**config.mk**
```make
export PLATFORM = sky130hd
export DESIGN_NAME = syscall_unit
export DESIGN_NICKNAME = d
export VERILOG_FILES = /design/src/rtl/syscall_unit.sv
export SDC_FILE = /design/constraint.sdc
export NUM_CORES = 1
export LEC_CHECK = 0
export BUFFER_PORTS_ARGS = -buffer_cell sky130_fd_sc_hd__buf_4
export CAP_MARGIN = 20
export CORE_AREA = 2 2 142 117
export DETAILED_ROUTE_END_ITERATION = 10
export DIE_AREA = 0 0 144 119
export SYNTH_ARGS = -nofsm -noshare
export SYNTH_HDL_FRONTEND = slang
export SYNTH_SLANG_ARGS = --single-unit
```
**constraint.sdc**
```tcl
create_clock -name clock -period 3.1 [get_ports clock]
set_input_delay 0.31 -clock clock [delete_from_list [all_inputs] [get_ports clock]]
set_output_delay 0.31 -clock clock [all_outputs]
set_load 0.01 [all_outputs]
```
**src/rtl/syscall_unit.sv**
```systemverilog
// Syscall responder: print_int / print_char (plus print_hex with SYSCALL_HEX_EN) stream ASCII; exit halts.
// Latency: print_char acks on the byte transfer; print_int <=11 bytes + <=100 compute cycles; unsupported acks next cycle.
// Backpressure: char_data held while char_valid & ~char_ready; syscall_stall holds decode until ack.
`timescale 1ns/1ps
module syscall_unit #(
    parameter logic [31:0] FUNCT_PRINT_INT  = 32'd1,
    parameter logic [31:0] FUNCT_EXIT       = 32'd10,
`ifdef SYSCALL_HEX_EN
    parameter logic [31:0] FUNCT_PRINT_HEX  = 32'd34,
`endif
    parameter logic [31:0] FUNCT_PRINT_CHAR = 32'd11
) (
    input  logic        clock,
    input  logic        reset,
    input  logic        syscall_valid,
    input  logic [31:0] syscall_funct,
    input  logic [31:0] syscall_param1,
    output logic        syscall_stall,
    output logic        syscall_ack,
    output logic [7:0]  char_data,
    output logic        char_valid,
    input  logic        char_ready,
    output logic        halted,
    output logic        bad_syscall
);

    typedef enum logic [2:0] {
        IDLE  = 3'd0,
        SIGN  = 3'd1,
        DIGIT = 3'd2,
        EMIT  = 3'd3,
`ifdef SYSCALL_HEX_EN
        HEX   = 3'd4,
`endif
        HALT  = 3'd5
    } stateType;

    stateType    state, stateNext, retState;
    logic [31:0] mag;
    logic [3:0]  idx;
    logic [3:0]  digit;
    logic        started;
    logic        lastByte;
    logic [7:0]  charReg;
    logic        ackBad;
    logic        haltedReg;
    logic        badReg;

    logic        accept, transfer, geq, emitDigit;
    logic        isInt, isChar, isExit, isHex;
    logic [31:0] powVal;

    function automatic logic [31:0] pow10(input logic [3:0] i);
        case (i)
            4'd0:    pow10 = 32'd1;
            4'd1:    pow10 = 32'd10;
            4'd2:    pow10 = 32'd100;
            4'd3:    pow10 = 32'd1000;
            4'd4:    pow10 = 32'd10000;
            4'd5:    pow10 = 32'd100000;
            4'd6:    pow10 = 32'd1000000;
            4'd7:    pow10 = 32'd10000000;
            4'd8:    pow10 = 32'd100000000;
            4'd9:    pow10 = 32'd1000000000;
            default: pow10 = 32'd0;
        endcase
    endfunction

    assign isInt  = (syscall_funct == FUNCT_PRINT_INT);
    assign isChar = (syscall_funct == FUNCT_PRINT_CHAR);
    assign isExit = (syscall_funct == FUNCT_EXIT);
`ifdef SYSCALL_HEX_EN
    assign isHex  = (syscall_funct == FUNCT_PRINT_HEX);
`else
    assign isHex  = 1'b0;
`endif

    // ackBad blocks re-accepting the same request during its ack cycle
    assign accept    = (state == IDLE) & syscall_valid & ~ackBad;
    assign char_valid = (state == SIGN) | (state == EMIT);
    assign transfer  = char_valid & char_ready;
    assign powVal    = pow10(idx);
    assign geq       = (mag >= powVal);
    assign emitDigit = (digit != 4'd0) | started | (idx == 4'd0);

    assign syscall_ack   = ackBad | ((state == EMIT) & transfer & lastByte);
    assign syscall_stall = (syscall_valid & ~syscall_ack) | haltedReg;
    assign char_data     = charReg;
    assign halted        = haltedReg;
    assign bad_syscall   = badReg;

    always_comb begin
        stateNext = state;
        case (state)
            IDLE: begin
                if (accept) begin
                    if (isChar)      stateNext = EMIT;
                    else if (isInt)  stateNext = syscall_param1[31] ? SIGN : DIGIT;
                    else if (isExit) stateNext = HALT;
`ifdef SYSCALL_HEX_EN
                    else if (isHex)  stateNext = HEX;
`endif
                    else             stateNext = IDLE;
                end
            end
            SIGN:  if (transfer) stateNext = DIGIT;
            DIGIT: if (!geq && emitDigit) stateNext = EMIT;
            EMIT:  if (transfer) stateNext = lastByte ? IDLE : retState;
`ifdef SYSCALL_HEX_EN
            HEX:   stateNext = EMIT;
`endif
            HALT:  stateNext = HALT;
            default: stateNext = IDLE;
        endcase
    end

    always_ff @(posedge clock) begin
        if (reset) begin
            state     <= IDLE;
            retState  <= IDLE;
            mag       <= 32'd0;
            idx       <= 4'd0;
            digit     <= 4'd0;
            started   <= 1'b0;
            lastByte  <= 1'b0;
            charReg   <= 8'd0;
            ackBad    <= 1'b0;
            haltedReg <= 1'b0;
            badReg    <= 1'b0;
        end else begin
            state  <= stateNext;
            ackBad <= 1'b0;
            case (state)
                IDLE: begin
                    if (accept) begin
                        if (isChar) begin
                            charReg  <= syscall_param1[7:0];
                            lastByte <= 1'b1;
                        end else if (isInt) begin
                            // two's-complement negate maps 0x80000000 onto 2147483648
                            mag      <= syscall_param1[31] ? (32'd0 - syscall_param1) : syscall_param1;
                            idx      <= 4'd9;
                            digit    <= 4'd0;
                            started  <= 1'b0;
                            lastByte <= 1'b0;
                            retState <= DIGIT;
                            if (syscall_param1[31]) charReg <= 8'h2D;
                        end else if (isExit) begin
                            haltedReg <= 1'b1;
                        end else if (isHex) begin
`ifdef SYSCALL_HEX_EN
                            mag      <= syscall_param1;
                            idx      <= 4'd0;
                            lastByte <= 1'b0;
                            retState <= HEX;
`endif
                        end else begin
                            badReg <= 1'b1;
                            ackBad <= 1'b1;
                        end
                    end
                end
                DIGIT: begin
                    if (geq) begin
                        mag   <= mag - powVal;
                        digit <= digit + 4'd1;
                    end else begin
                        if (emitDigit) begin
                            charReg  <= 8'h30 + {4'd0, digit};
                            started  <= 1'b1;
                            lastByte <= (idx == 4'd0);
                        end
                        idx   <= idx - 4'd1;
                        digit <= 4'd0;
                    end
                end
`ifdef SYSCALL_HEX_EN
                HEX: begin
                    if (idx == 4'd0) begin
                        charReg <= 8'h30;
                    end else if (idx == 4'd1) begin
                        charReg <= 8'h78;
                    end else begin
                        charReg <= (mag[31:28] < 4'd10) ? (8'h30 + {4'd0, mag[31:28]})
                                                         : (8'h57 + {4'd0, mag[31:28]});
                        mag     <= {mag[27:0], 4'd0};
                    end
                    lastByte <= (idx == 4'd9);
                    idx      <= idx + 4'd1;
                end
`endif
                default: ;
            endcase
        end
    end

endmodule
```
==> out/metrics.csv <==
metric;value;unit
grt.busiest_layer;met2;
fin_crit;2.99;ns
power.density;309;nW/um^2
status;complete, no violations;
slew_headroom;64.2;%
cp-end-kind;flop;
vias;6372;
finClkSkew;0.00819;ns
grt_setup_unrepaired;yes;
grt_max_degree;44;
hold_path.class;in -> reg;
synthAdderAreaFrac;8.24;%
drv_slew;0;
crit_path_start;powVal[28];
via_per_inst;5.47;
regToRegStartpoint;powVal[28];
drc;0;
setup_tns;0;ns
nets;1048;
grt_overflow;0;
ios;81;
die_w;144;um
core;15900;um^2
clockRootBuffer;clkbuf_16;
hpwl;15.2;mm
finalHoldViolations;0;
final-setup-viol-count;0;
cts.clk_slew.worst_paths;0.06;ns
met3_usage;5.07;%
cp-start-kind;flop;
syn_area;6160;um^2
wl_per_cell;17.0;um
fmax;0.334;GHz
clock_sinks;80;
syn2layout_area_growth;29.4;%
met2_usage;36.8;%
synth_cells;812;
diodes;0;
synthSimpleGateAreaFrac;25.2;%
ys.flop_type;dfxtp_1;
final_util;50.1;%
die-area;17100;um^2
synth.distinct_cells;75;
initial_utilization;38.7;%
cp.required;3.32;ns
arrival;3.21;ns
worst_pin_slew;0.523;ns
r2r_cells;12;
synthMuxAreaShare;2.03;%
grt_pass1_wl;31.8;mm
num_rows;42;
cts_tree;yes;
synth_top_family_by_area;compound AO/OA/AOI/OAI gates;
clock_latency;0.35;ns
clockBufferDepth;2;
drt_first_pass_iters;5;
die_h;119;um
holdBufCountCts;0;
async_flop_share;0;%
synth-xor-area-share;6.96;%
numCtsBuffers;9;
finalPower;0.00247;W
final_cell_mix;buf_4, nand2_1, dfxtp_1, nor2_1, a21oi_1;
syn_avg_cell_area;7.59;um^2
drt-total-wl;19.8;mm
gp_congestion;0.916;
period_share;96.4;%
synth_seq_cells;80;
drive_gt1_share;24.2;%
cts-htree-levels;3;
antenna_found_initial;0;
reg2reg_to;powVal[17];
vdd_drop_max;0.000250;V
synth_compound_area_share;25.7;%
synth-edff-count;0;
ys_seq_area_share;26.0;%
critPathKind;reg -> reg;
yosys_warnings;0;
grt_usage;23.7;%
use_met1;33.9;%
p_leak;3.43;nW
final_common_cell;buf_4;
io_buffer_count;80;
dr.first_iter.drc_count;351;
endpoint;powVal[17];
worst-path-max-fanout;5;
first_global_vias;6029;
drtAntennaViolNets;0;
r2r_slack;0.11;ns
synth_fp_nets;920;
cap_violations;0;
worst min path at each step:
stage | from | to | slack [ns] | cells past startpoint
floorplan | mag[0] | mag[0] | 0.43 | 2
global placement | char_data[3] | char_data[3] | 0.44 | 2
detailed placement | mag[0] | mag[0] | 0.45 | 2
CTS | syscall_param1[5] | char_data[5] | 0.25 | 3
global route | syscall_param1[5] | char_data[5] | 0.31 | 3
finish | syscall_param1[5] | char_data[5] | 0.26 | 3
report_power, final:
group | internal, W | switching (W) | total (W) | leakage (nW)
Combinational | 0.000103 | 0.000112 | 0.000215 | 2.62
Clock | 0.000784 | 0.000439 | 0.00122 | 0.162
Sequential | 0.00103 | 0.000000974 | 0.00103 | 0.645
Total | 0.00192 | 0.000552 | 0.00247 | 3.43
per-stage QoR:
step           setup WS (ns)  area [um^2]  hold WS, ns  std cells
2_1_floorplan         0.0176         6170        0.432        812
3_3_place_gp          0.0330         7440        0.442       1145
3_5_place_dp          0.0263         7440        0.451       1145
4_1_cts              0.00109         7780        0.251       1161
5_1_grt              -0.0415         7980        0.308       1165
6_report               0.110         7980        0.261       1165
layout make-up:
class,count,area [um^2]
fill,1592,7940
multi-input combinational,639,4370
sequential,80,1600
timing repair buffer,157,1190
tap,220,275
clock buffer,10,229
inverter,53,201
clock inverter,6,108
synth_stat cells, drive strengths merged (5+ instances only):
cell type,count,share of area (%)
a2111oi,5,1.1
a211oi,20,2.5
a21o,17,2.1
a21oi,66,5.5
a31oi,6,0.61
and2,5,0.51
and3,5,0.51
buf,13,1.0
clkbuf,27,1.7
dfxtp,80,26
ha,39,7.9
inv,53,3.2
mux2i,8,1.3
nand2,87,5.3
nand3,24,2.0
nand3b,7,0.85
nand4,14,1.4
nor2,70,4.4
nor2b,8,0.81
nor3,35,2.8
nor4,16,2.2
o211ai,19,2.3
o21a,7,0.85
o21ai,37,3.1
o21bai,5,0.61
o31ai,11,1.6
or3,17,1.8
or4,8,1.1
xnor2,27,3.8
xor2,22,3.1
registers in the layout, indices dropped and copies added, names as in the netlist:
register,count
ackBad,1
powVal,23
mag,32
digit,4
lastByte,1
state,3
halted,1
retState,1
char_data,8
bad_syscall,1
started,1
idx,4
cells by family (layout without fill, tap and decap cells):
| kind of cell | after synthesis | after routing |
|---|---|---|
| buffers and inverters | 93 | 226 |
| DFF | 80 | 80 |
| and+or+nand+nor | 308 | 308 |
| xor gates and xnor gates | 49 | 49 |
| AOI/OAI and AO/OA | 230 | 230 |
| adders and majority gates | 40 | 40 |
| muxes | 12 | 12 |
critical path: stages (launching register included):
cell      delay (ns)
dfxtp_1         0.30
inv_2           0.16
ha_4            0.23
a21o_1          0.20
a211oi_2        0.21
o21ai_1         0.09
a21o_1          0.22
nor4_4          0.39
mux2_4          0.34
or2_4           0.26
ha_2            0.19
nand3b_1        0.17
a21oi_1         0.09
layer usage:
| layer | vias to the layer above | part of all wire [%] |
|---|---|---|
| met5 | - | 0 |
| met4 | 0 | 1.0 |
| met3 | 16 | 5.2 |
| met2 | 134 | 44 |
| met1 | 3004 | 49 |
| li1 | 3218 | - |
repair_timing:
item | 4_1_cts | 5_1_grt
endpoints found under the setup margin | 0 | 45
gates resized for setup | 0 | 41
buffers inserted | 0 | 4
Note: power is estimated with default switching activity, not from simulation.
